--- config.mk ---
export PLATFORM = sky130hd
export DESIGN_NAME = alu_share_arbiter_flat
export DESIGN_NICKNAME = d
export VERILOG_FILES = /design/src/rtl/alu_share_arbiter_if.sv /design/src/rtl/alu_share_arbiter.sv /design/src/flat_wrapper.sv
export SDC_FILE = /design/constraint.sdc
export NUM_CORES = 1
export LEC_CHECK = 0
export ABC_AREA = 1
export CAP_MARGIN = 15
export CORE_AREA = 4 4 215 217
export DETAILED_ROUTE_END_ITERATION = 7
export DIE_AREA = 0 0 219 221
export PLACE_DENSITY = 0.44
export SYNTH_ARGS = -nofsm -noshare
export SYNTH_HDL_FRONTEND = slang
export SYNTH_SLANG_ARGS = --single-unit
--- constraint.sdc ---
create_clock -name clk -period 1.3 [get_ports clk]
set_input_delay 0.13 -clock clk [delete_from_list [all_inputs] [get_ports clk]]
set_output_delay 0.13 -clock clk [all_outputs]
set_load 0.02 [all_outputs]
--- src/rtl/alu_share_arbiter_if.sv ---
// ---------------------------------------------------------------------------
// alu_share_arbiter_if
//   Bundles the signals between the shared-ALU arbiter and its environment.
//   The environment is the two requesters, the combinational ALU and the
//   response consumer.
//
//   Request side (per requester N = 0 EX stage, 1 address/branch unit):
//     reqN_valid/a/b/cntrl/setflags  -> arbiter
//     reqN_ready                     <- arbiter (granted this cycle)
//   ALU side:
//     alu_a/alu_b/alu_cntrl          <- arbiter (drive the shared ALU)
//     alu_result/alu_flags           -> arbiter (combinational ALU outputs)
//   Response side:
//     resp_valid/id/result/flags/err <- arbiter (registered, latency 1)
//   Status:
//     flags        architectural {N,Z,V,C}
//     stall_count  saturating count of cycles with a waiting request
//
//   Modports:
//     master : the environment (requesters, ALU, consumer)
//     slave  : the arbiter
// ---------------------------------------------------------------------------
interface alu_share_arbiter_if #(
    parameter int WIDTH = 64,
    parameter int CNT_W = 16
);
    logic             req0_valid;
    logic [WIDTH-1:0] req0_a;
    logic [WIDTH-1:0] req0_b;
    logic [2:0]       req0_cntrl;
    logic             req0_setflags;
    logic             req0_ready;

    logic             req1_valid;
    logic [WIDTH-1:0] req1_a;
    logic [WIDTH-1:0] req1_b;
    logic [2:0]       req1_cntrl;
    logic             req1_setflags;
    logic             req1_ready;

    logic [WIDTH-1:0] alu_a;
    logic [WIDTH-1:0] alu_b;
    logic [2:0]       alu_cntrl;
    logic [WIDTH-1:0] alu_result;
    logic [3:0]       alu_flags;

    logic             resp_valid;
    logic             resp_id;
    logic [WIDTH-1:0] resp_result;
    logic [3:0]       resp_flags;
    logic             resp_err;

    logic [3:0]       flags;
    logic [CNT_W-1:0] stall_count;

    modport master (
        output req0_valid, req0_a, req0_b, req0_cntrl, req0_setflags,
        input  req0_ready,
        output req1_valid, req1_a, req1_b, req1_cntrl, req1_setflags,
        input  req1_ready,
        input  alu_a, alu_b, alu_cntrl,
        output alu_result, alu_flags,
        input  resp_valid, resp_id, resp_result, resp_flags, resp_err,
        input  flags, stall_count
    );

    modport slave (
        input  req0_valid, req0_a, req0_b, req0_cntrl, req0_setflags,
        output req0_ready,
        input  req1_valid, req1_a, req1_b, req1_cntrl, req1_setflags,
        output req1_ready,
        output alu_a, alu_b, alu_cntrl,
        input  alu_result, alu_flags,
        output resp_valid, resp_id, resp_result, resp_flags, resp_err,
        output flags, stall_count
    );
endinterface

--- src/rtl/alu_share_arbiter.sv ---
// ---------------------------------------------------------------------------
// alu_share_arbiter
//   Shares one combinational ALU between two requesters (0 = EX stage,
//   1 = address/branch unit) with a round-robin grant. It registers the ALU
//   result as a one-cycle response and owns the architectural N/Z/V/C flags.
//
//   Ports:
//     clk    rising-edge clock
//     reset  asynchronous active-low reset
//     stall  pipeline hold; no grant is issued while high
//     bus    alu_share_arbiter_if.slave (requests, ALU drive, response,
//            flag register, stall counter)
//
//   Timing:
//     grant / ready / ALU drive  combinational in cycle t
//     response, flags, rr ptr    updated at the edge ending cycle t
// ---------------------------------------------------------------------------
module alu_share_arbiter #(
    parameter int WIDTH = 64,
    parameter int CNT_W = 16
) (
    input  logic               clk,
    input  logic               reset,
    input  logic               stall,
    alu_share_arbiter_if.slave bus
);
    localparam logic [2:0] OP_PASSB = 3'b000;

    // Requester fields gathered into indexable form.
    logic [1:0]       req_valid;
    logic [WIDTH-1:0] req_a        [2];
    logic [WIDTH-1:0] req_b        [2];
    logic [2:0]       req_cntrl    [2];
    logic [1:0]       req_setflags;
    logic [1:0]       req_illegal;
    logic [1:0]       req_ready;

    // Combinational grant.
    logic             grant_any;
    logic             grant_id;

    // ALU drive.
    logic [WIDTH-1:0] alu_a;
    logic [WIDTH-1:0] alu_b;
    logic [2:0]       alu_cntrl;

    // Registered state.
    logic             rr_q,          rr_d;
    logic             resp_valid_q,  resp_valid_d;
    logic             resp_id_q,     resp_id_d;
    logic [WIDTH-1:0] resp_result_q, resp_result_d;
    logic [3:0]       resp_flags_q,  resp_flags_d;
    logic             resp_err_q,    resp_err_d;
    logic [3:0]       flags_q,       flags_d;
    logic [CNT_W-1:0] stall_count_q, stall_count_d;

    assign req_valid    = {bus.req1_valid, bus.req0_valid};
    assign req_setflags = {bus.req1_setflags, bus.req0_setflags};
    assign req_a[0]     = bus.req0_a;
    assign req_a[1]     = bus.req1_a;
    assign req_b[0]     = bus.req0_b;
    assign req_b[1]     = bus.req1_b;
    assign req_cntrl[0] = bus.req0_cntrl;
    assign req_cntrl[1] = bus.req1_cntrl;

    // Per-requester decode: illegal op codes and ready.
    genvar gi;
    generate
        for (gi = 0; gi < 2; gi++) begin : g_req
            assign req_illegal[gi] = (req_cntrl[gi] == 3'b001) ||
                                     (req_cntrl[gi] == 3'b111);
            assign req_ready[gi]   = grant_any && (grant_id == 1'(gi));
        end
    endgenerate

    assign bus.req0_ready = req_ready[0];
    assign bus.req1_ready = req_ready[1];

    // Grant: a lone requester always wins; on contention the round-robin
    // pointer picks the winner. Stall blocks everything.
    always_comb begin
        grant_any = 1'b0;
        grant_id  = 1'b0;
        if (!stall) begin
            case (req_valid)
                2'b01: begin
                    grant_any = 1'b1;
                    grant_id  = 1'b0;
                end
                2'b10: begin
                    grant_any = 1'b1;
                    grant_id  = 1'b1;
                end
                2'b11: begin
                    grant_any = 1'b1;
                    grant_id  = rr_q;
                end
                default: begin
                    grant_any = 1'b0;
                    grant_id  = 1'b0;
                end
            endcase
        end
    end

    // ALU drive. Idle cycles present zeros so the ALU inputs stay quiet.
    // Illegal ops are turned into passB; the response still reports the error.
    always_comb begin
        alu_a     = '0;
        alu_b     = '0;
        alu_cntrl = OP_PASSB;
        if (grant_any) begin
            alu_a     = req_a[grant_id];
            alu_b     = req_b[grant_id];
            alu_cntrl = req_illegal[grant_id] ? OP_PASSB : req_cntrl[grant_id];
        end
    end

    assign bus.alu_a     = alu_a;
    assign bus.alu_b     = alu_b;
    assign bus.alu_cntrl = alu_cntrl;

    // Next state for the response, the flag register, the rr pointer and the
    // stall counter.
    always_comb begin
        rr_d          = rr_q;
        resp_valid_d  = 1'b0;
        resp_id_d     = resp_id_q;
        resp_result_d = resp_result_q;
        resp_flags_d  = resp_flags_q;
        resp_err_d    = resp_err_q;
        flags_d       = flags_q;
        stall_count_d = stall_count_q;

        if (grant_any) begin
            // Hand priority to the other requester after every grant.
            rr_d          = ~grant_id;
            resp_valid_d  = 1'b1;
            resp_id_d     = grant_id;
            resp_result_d = bus.alu_result;
            resp_flags_d  = bus.alu_flags;
            resp_err_d    = req_illegal[grant_id];
            // An illegal op never touches the architectural flags, even if
            // it asked to.
            if (req_setflags[grant_id] && !req_illegal[grant_id]) begin
                flags_d = bus.alu_flags;
            end
        end

        // One count per cycle regardless of how many requesters wait;
        // the counter sticks at all-ones.
        if ((|(req_valid & ~req_ready)) && (stall_count_q != '1)) begin
            stall_count_d = stall_count_q + 1'b1;
        end
    end

    always_ff @(posedge clk or negedge reset) begin
        if (!reset) begin
            rr_q          <= 1'b0;
            resp_valid_q  <= 1'b0;
            resp_id_q     <= 1'b0;
            resp_result_q <= '0;
            resp_flags_q  <= '0;
            resp_err_q    <= 1'b0;
            flags_q       <= '0;
            stall_count_q <= '0;
        end else begin
            rr_q          <= rr_d;
            resp_valid_q  <= resp_valid_d;
            resp_id_q     <= resp_id_d;
            resp_result_q <= resp_result_d;
            resp_flags_q  <= resp_flags_d;
            resp_err_q    <= resp_err_d;
            flags_q       <= flags_d;
            stall_count_q <= stall_count_d;
        end
    end

    assign bus.resp_valid  = resp_valid_q;
    assign bus.resp_id     = resp_id_q;
    assign bus.resp_result = resp_result_q;
    assign bus.resp_flags  = resp_flags_q;
    assign bus.resp_err    = resp_err_q;
    assign bus.flags       = flags_q;
    assign bus.stall_count = stall_count_q;

endmodule

--- src/flat_wrapper.sv ---
// flat-port wrapper written by rule: the top's interface ports become plain ports
module alu_share_arbiter_flat 
#(
    parameter int WIDTH = 64,
    parameter int CNT_W = 16
)
  (clk, reset, stall, bus_req0_valid, bus_req0_a, bus_req0_b, bus_req0_cntrl, bus_req0_setflags, bus_req0_ready, bus_req1_valid, bus_req1_a, bus_req1_b, bus_req1_cntrl, bus_req1_setflags, bus_req1_ready, bus_alu_a, bus_alu_b, bus_alu_cntrl, bus_alu_result, bus_alu_flags, bus_resp_valid, bus_resp_id, bus_resp_result, bus_resp_flags, bus_resp_err, bus_flags, bus_stall_count);
  alu_share_arbiter_if #(.WIDTH(WIDTH), .CNT_W(CNT_W)) bus_i ();
  input  logic clk;
  input  logic reset;
  input  logic stall;
  input wire logic [$bits(bus_i.req0_valid)-1:0] bus_req0_valid;
  input wire logic [$bits(bus_i.req0_a)-1:0] bus_req0_a;
  input wire logic [$bits(bus_i.req0_b)-1:0] bus_req0_b;
  input wire logic [$bits(bus_i.req0_cntrl)-1:0] bus_req0_cntrl;
  input wire logic [$bits(bus_i.req0_setflags)-1:0] bus_req0_setflags;
  output wire logic [$bits(bus_i.req0_ready)-1:0] bus_req0_ready;
  input wire logic [$bits(bus_i.req1_valid)-1:0] bus_req1_valid;
  input wire logic [$bits(bus_i.req1_a)-1:0] bus_req1_a;
  input wire logic [$bits(bus_i.req1_b)-1:0] bus_req1_b;
  input wire logic [$bits(bus_i.req1_cntrl)-1:0] bus_req1_cntrl;
  input wire logic [$bits(bus_i.req1_setflags)-1:0] bus_req1_setflags;
  output wire logic [$bits(bus_i.req1_ready)-1:0] bus_req1_ready;
  output wire logic [$bits(bus_i.alu_a)-1:0] bus_alu_a;
  output wire logic [$bits(bus_i.alu_b)-1:0] bus_alu_b;
  output wire logic [$bits(bus_i.alu_cntrl)-1:0] bus_alu_cntrl;
  input wire logic [$bits(bus_i.alu_result)-1:0] bus_alu_result;
  input wire logic [$bits(bus_i.alu_flags)-1:0] bus_alu_flags;
  output wire logic [$bits(bus_i.resp_valid)-1:0] bus_resp_valid;
  output wire logic [$bits(bus_i.resp_id)-1:0] bus_resp_id;
  output wire logic [$bits(bus_i.resp_result)-1:0] bus_resp_result;
  output wire logic [$bits(bus_i.resp_flags)-1:0] bus_resp_flags;
  output wire logic [$bits(bus_i.resp_err)-1:0] bus_resp_err;
  output wire logic [$bits(bus_i.flags)-1:0] bus_flags;
  output wire logic [$bits(bus_i.stall_count)-1:0] bus_stall_count;
  assign bus_i.req0_valid = bus_req0_valid;
  assign bus_i.req0_a = bus_req0_a;
  assign bus_i.req0_b = bus_req0_b;
  assign bus_i.req0_cntrl = bus_req0_cntrl;
  assign bus_i.req0_setflags = bus_req0_setflags;
  assign bus_req0_ready = bus_i.req0_ready;
  assign bus_i.req1_valid = bus_req1_valid;
  assign bus_i.req1_a = bus_req1_a;
  assign bus_i.req1_b = bus_req1_b;
  assign bus_i.req1_cntrl = bus_req1_cntrl;
  assign bus_i.req1_setflags = bus_req1_setflags;
  assign bus_req1_ready = bus_i.req1_ready;
  assign bus_alu_a = bus_i.alu_a;
  assign bus_alu_b = bus_i.alu_b;
  assign bus_alu_cntrl = bus_i.alu_cntrl;
  assign bus_i.alu_result = bus_alu_result;
  assign bus_i.alu_flags = bus_alu_flags;
  assign bus_resp_valid = bus_i.resp_valid;
  assign bus_resp_id = bus_i.resp_id;
  assign bus_resp_result = bus_i.resp_result;
  assign bus_resp_flags = bus_i.resp_flags;
  assign bus_resp_err = bus_i.resp_err;
  assign bus_flags = bus_i.flags;
  assign bus_stall_count = bus_i.stall_count;
  alu_share_arbiter #(.WIDTH(WIDTH), .CNT_W(CNT_W)) u_core (.clk(clk), .reset(reset), .stall(stall), .bus(bus_i));
endmodule
==> results_dict.tcl, run 1 <==
set metrics [dict create \
    ys_seq_area_share_pct 43.5 \
    grt_overflow 0 \
    setup_slack_ps -764 \
    wirelength_um 43300 \
    yosys.area.top_type "dfrtp_1" \
    power_density_mw_per_mm2 851 \
    ant_nets 0 \
    gp_congestion 0.913 \
    antenna_found_initial 20 \
    required_ps 1590 \
    synth_xor_area_share_pct 1.49 \
    clk_transition_reported_paths_ps 80 \
    slew_headroom_pct 63.1 \
    coreArea_mm2 0.0441 \
    cp_max_fo 2 \
    clockBufferDepth 2 \
    syn_inst 655 \
    die-area_mm2 0.0484 \
    clock_power_share_pct 21.3 \
    finalCritPeriodShare_pct 159 \
    use_met1_pct 18.7 \
    synth_compound_area_share_pct 22.4 \
    ys_types 26 \
    synthesis.nets 993 \
    multi_input_comb_area_mm2 0.00316 \
    worstSetupStartpointType "flip-flop" \
    status "finished, violations left" \
    num_rows 77 \
    start_util_pct 12.0 \
    synthMuxAreaShare_pct 0 \
    final_area_mm2 0.0143 \
    cts_tree "yes" \
    drtIter0Drc 318 \
    yosys.area_share.adder_pct 0.236 \
    finalNetCount 1665 \
    htree_levels 3 \
    swShare_pct 35.3 \
    hold_viol 0 \
    dpl.hpwl_um 34800 \
    cts_buffers 9 \
    worstHoldStart "bus_alu_result[56]" \
    syn_area_per_cell_um2 8.08 \
    combPwrFrac_pct 50.2 \
    worstSetupEndpointType "flip-flop" \
    grt.busiest_layer "met2" \
    wl_per_cell_um 22.3 \
    place_ws_ps -1050 \
    cts-root-buf "clkbuf_16" \
    synth_area_leaders "dfrtp_1 43%, nand2_1 21%, a22o_1 21%" \
    startpoint "u_core.rr_q" \
    p_int_mw 7.86 \
    power_switching_mw 4.28 \
    use_met3_pct 6.13 \
    seqCellArea_mm2 0.00232 \
    die_h_um 221 \
    synth-simple-area-share_pct 25.8 \
    vias_per_cell 3.90 \
    grt_max_degree 93 \
    track_usage_pct 16.9 \
    ys_warn_count 0 \
    arrival_ps 2360 \
    hold_class "in2reg" \
    gr-usage-met2_pct 30.5 \
    num_vias 7555 \
    drc 0 \
    grt_pass1_wl_um 58900 \
    grt_pass1_vias 7903 \
    crit_type "reg2reg" \
    ys_seq_elements 92 \
    area_delta_synth_final_pct 169 \
    worstSkewPairLatency_ps 360 \
    synth_top_family_by_area "simple AND/OR/NAND/NOR gates" \
    first_pass_iters 4 \
    period_minus_slack_ps 2060 \
    rsz0062_at_grt "true" \
    die_w_um 219 \
    ios 561 \
    timing.rr.start "u_core.rr_q" \
    yosysTopAreaCellShare_pct 43.5 \
    place.port_buffers 560 \
    cap_violations 0 \
    fin_worst_skew_ps 10.9 \
    fill_cells 4669 \
    sequentialPowerShare_pct 28.4 \
    setup_violations 155 \
    violations "setup timing" \
    clock-sinks 92 \
    finalPower_mw 12.1 \
    dpl_cell_area_mm2 0.0126 \
    max_freq_mhz 485 \
    worst_slew_pin_slew_ps 554 \
    leakagePower_nw 7.41 \
    finalMaxSlewViolations 0 \
    drive_above_1_share_pct 30.6 \
    ir_drop_uv 584 \
    syn_area_mm2 0.00530 \
]
## cells in the final DEF (no fill, tap or decap), types with 2 or more instances in the layout
cell type	instances
a21oi_4	2
a22o_1	86
a22o_4	40
buf_12	26
buf_16	10
buf_2	3
buf_4	102
buf_6	127
buf_8	6
clkbuf_16	14
clkbuf_2	10
clkdlybuf4s50_1	332
clkinvlp_4	2
dfrtp_1	81
dfrtp_2	11
diode_2	13
dlymetal6s2s_1	83
inv_1	17
inv_2	4
inv_6	3
nand2_1	274
nand2_2	23
nand2_4	2
nand3_1	11
nand4_1	7
nor2_1	14
nor2_2	8
nor2_4	5
o21ai_0	6
xnor2_1	5
xor2_1	4
## metrics by stage
| step | instances | TNS, ps | hold slack (ps) | utilization (%) |
|---|---|---|---|---|
| floorplan | 655 | -1410 | -166 | - |
| global placement | 1851 | -189340 | 243 | 28.5 |
| detailed placement | 1851 | -187850 | 241 | 28.5 |
| CTS | 1907 | -125820 | 278 | 30.4 |
| global route | 1931 | -102450 | 291 | 32.3 |
| finish | 1937 | -89850 | 303 | 32.3 |
## registers in the layout, indices dropped and copies added (netlist names)
name	flops
u_core.bus.resp_flags	4
u_core.bus.flags	4
u_core.bus.resp_id	1
u_core.bus.resp_result	64
u_core.bus.resp_valid	1
u_core.bus.stall_count	16
u_core.bus.resp_err	1
u_core.rr_q	1
## worst paths after layout
path	to	slack, ps	depth (start not counted)
min reg2reg	u_core.bus.resp_result[28]	470	2
max in group asynchronous	u_core.bus.resp_flags[0]	480	3
max reg2reg	u_core.rr_q	-760	14
max	u_core.rr_q	-760	14
min in group asynchronous	u_core.bus.stall_count[11]	360	3
min	u_core.bus.resp_result[56]	300	3
## power by group through the flow
stage          combinational, mW  sequential [mW]  clock, mW
2_1_floorplan               1.64             3.98          0
3_3_place_gp                5.56             3.50          0
3_5_place_dp                5.54             3.51          0
4_1_cts                     5.91             3.46       2.72
5_1_grt                     6.48             3.50       2.84
6_report                    6.10             3.45       2.59
## worst max-delay path, stage by stage (launching register included)
cell,delay [ps]
dfrtp_1,370
inv_1,70
buf_4,130
buf_4,120
buf_4,120
buf_4,120
buf_4,120
buf_4,120
buf_4,120
buf_4,120
buf_4,120
buf_4,120
buf_4,120
buf_4,120
o21ai_1,110
## cell usage after synthesis
cell type	n
buf_2	31
nand3_1	12
nor3_4	1
inv_1	19
xor2_1	4
a21oi_2	2
a22o_1	126
xnor2_1	5
o21ai_0	7
dfrtp_1	92
nor2_4	1
o21ai_2	1
o21a_1	1
a21oi_1	1
nor2_1	25
inv_2	3
nand3b_1	1
nor2_2	1
nand2_2	2
buf_4	3
buf_6	6
a21boi_2	1
nand2_1	297
clkbuf_1	5
nand4_1	7
ha_1	1
## area by class of cell
class,instances,area share (%)
Timing Repair Buffer,706,53.6
Multi-Input combinational cell,496,22.1
Sequential cell,92,16.2
Tap cell,592,5.19
Clock buffer,10,1.61
Inverter,22,0.632
Clock inverter,6,0.325
Antenna cell,13,0.228
## logic make-up (layout without fill, tap and decap cells)
family	Yosys count	after routing
buf+inv	67	744
compound gates	139	139
xor+xnor	9	9
fa+ha+maj	1	1
simple gates	347	347
other cells	0	13
flops	92	92
## layer usage
metal | up-vias | wire (µm)
li1 | 3593 | -
met1 | 3612 | 15900
met2 | 300 | 22700
met3 | 40 | 3880
met4 | 10 | 723
met5 | - | 74
## what timing repair did
item / 4_1_cts / 5_1_grt
pin swaps: 5 / 81
endpoints found under the setup margin: 312 / 315
resized for setup: 588 / 264
gates cloned: 8 / 5
setup buffers: 31 / 15
hold buffers: 1 / 0
endpoints found under the hold margin: 92 / 0
No activity file was read; power rests on OpenSTA's default activity.
==> inputs of run 2 (changes only) <==
--- a/config.mk
+++ b/config.mk
@@ -11,6 +11,7 @@
 export DETAILED_ROUTE_END_ITERATION = 7
 export DIE_AREA = 0 0 219 221
 export PLACE_DENSITY = 0.44
+export SKIP_CTS_REPAIR_TIMING = 1
 export SYNTH_ARGS = -nofsm -noshare
 export SYNTH_HDL_FRONTEND = slang
 export SYNTH_SLANG_ARGS = --single-unit
==> run 2 against run 1 <==
  * The run still ends with setup timing left
  * Worst hold slack got worse by 70 ps
  * Non-clock buffer count fell by 30
  * Clock skew fell by 1.4 ps
  * Setup slack improved by 75 ps
  * Sequential share of layout area rose by 1.0 points
  * Die area did not move
  * Final cell count fell by 1.6%
  * First-iteration DRC count rose by 5.0%
  * Clock power barely moved
  * Largest cell class unchanged
==> results_dict.tcl, run 2 (synthesis gave the netlist of run 1 again) <==
set metrics [dict create \
    status "finished, violations left" \
    violations "setup timing" \
    place_inst 1851 \
    cts_tree "yes" \
    timing.rr.start "u_core.rr_q" \
    drtIter0Drc 334 \
    dpl_cell_area_mm2 0.0126 \
    arrival_ps 1860 \
    max_freq_mhz 503 \
    worst_slew_pin_slew_ps 546 \
    cap_violations 0 \
    clock-sinks 92 \
    grt_pass1_vias 7648 \
    fin_cells 1906 \
    area_delta_synth_final_pct 153 \
    ir_drop_uv 587 \
    clockBufferDepth 2 \
    track_usage_pct 16.3 \
    ant_nets 0 \
    drc 0 \
    rsz0062_at_grt "true" \
    drive_above_1_share_pct 28.3 \
    coreArea_mm2 0.0441 \
    first_pass_iters 4 \
    die_h_um 221 \
    start_util_pct 12.0 \
    num_vias 7377 \
    grt_overflow 0 \
    cp_max_fo 5 \
    final_area_mm2 0.0134 \
    finalMaxSlewViolations 0 \
    grt_pass1_wl_um 57000 \
    cts_buffers 9 \
    htree_levels 3 \
    place.port_buffers 560 \
    leakagePower_nw 7.10 \
    setup_violations 223 \
    fill_cells 4761 \
    power_density_mw_per_mm2 870 \
    crit_type "reg2out" \
    worstSkewPairLatency_ps 360 \
    cts-root-buf "clkbuf_16" \
    wirelength_um 42800 \
    fin_worst_skew_ps 9.57 \
    die_w_um 219 \
    clk_transition_reported_paths_ps 80 \
    slew_headroom_pct 63.6 \
    gp_congestion 0.913 \
    hold_class "in2reg" \
    finalNetCount 1635 \
    hold_viol 0 \
    worstHoldStart "stall" \
    dpl.hpwl_um 34800 \
    period_minus_slack_ps 1990 \
    vias_per_cell 3.87 \
    finalPower_mw 11.7 \
    worstSetupStartpointType "flip-flop" \
    startpoint "u_core.rr_q" \
    setup_slack_ps -689 \
    antenna_found_initial 20 \
    ios 561 \
    whs_ps 233 \
    worstSetupEndpointType "output pin" \
    place_ws_ps -1050 \
    layout_common_cells "333 x clkdlybuf4s50_1, 275 x nand2_1, 113 x buf_4" \
    finalCritPeriodShare_pct 153 \
    num_rows 77 \
    largest_reg_flops 64 \
    wl_per_cell_um 22.5 \
    die-area_mm2 0.0484 \
    required_ps 1170 \
    grt_max_degree 93 \
    final_common_cell "clkdlybuf4s50_1" \
]
-- run 2: metrics by stage --
stage,util (%),TNS (ps)
after global routing,30.3,-117010
after CTS,29.1,-185750
after detailed placement,28.5,-187850
final,30.4,-93310
after global placement,28.5,-189340
after floorplan,-,-1410
-- run 2: power breakdown --
| part | switching (mW) | total [mW] | internal [mW] |
|---|---|---|---|
| Sequential | 0.223 | 3.45 | 3.23 |
| Combinational | 2.68 | 5.61 | 2.93 |
| Clock | 1.29 | 2.61 | 1.32 |
| Total | 4.19 | 11.7 | 7.47 |
-- run 2: worst paths after layout --
| kind | slack, ps | cells after the start | endpoint |
|---|---|---|---|
| worst max-delay path | -690 | 9 | bus_alu_cntrl[0] |
| worst min-delay path | 230 | 5 | u_core.rr_q |
| worst max register to register | -380 | 10 | u_core.bus.resp_err |
| worst min register to register | 460 | 2 | u_core.bus.resp_result[34] |
| max in group asynchronous | 490 | 3 | u_core.bus.resp_result[24] |
| min in group asynchronous | 370 | 3 | u_core.bus.stall_count[11] |
-- run 2: final cells by class --
class	count	area (µm²)	share of cell area, %
diodes	12	30.0	0.224
clock buffers	10	229	1.71
clock inverters	6	46.3	0.345
inverters	22	90.1	0.672
multi-input cells	496	3110	23.2
flip-flops and latches	92	2320	17.3
well taps	592	741	5.53
repair buffers	676	6840	51.0
-- run 2: routing by layer --
metal  track usage, %  wire (µm)  up-vias
met4             4.44        599       10
met5                0         68        -
met3             6.23       4000       41
met1             17.8      15600     3509
li1                 -          -     3524
met2             29.3      22600      293
-- run 2: critical path, cell delays in order (launching register included) --
cell     delay, ps
dfrtp_1        390
buf_6          120
nor2_4         100
nor2_4          80
buf_12         150
buf_8          130
a21oi_4        150
nand2_4         90
a21oi_4        150
buf_12         140
==> inputs of run 3 (changes only) <==
--- a/config.mk
+++ b/config.mk
@@ -10,8 +10,10 @@
 export CORE_AREA = 4 4 215 217
 export DETAILED_ROUTE_END_ITERATION = 7
 export DIE_AREA = 0 0 219 221
+export HOLD_SLACK_MARGIN = 0.12
 export PLACE_DENSITY = 0.44
 export SKIP_CTS_REPAIR_TIMING = 1
+export SLEW_MARGIN = 40
 export SYNTH_ARGS = -nofsm -noshare
 export SYNTH_HDL_FRONTEND = slang
 export SYNTH_SLANG_ARGS = --single-unit
==> results of run 3 <==
No change in the layout: final DEF, timing and power equal those of run 2.
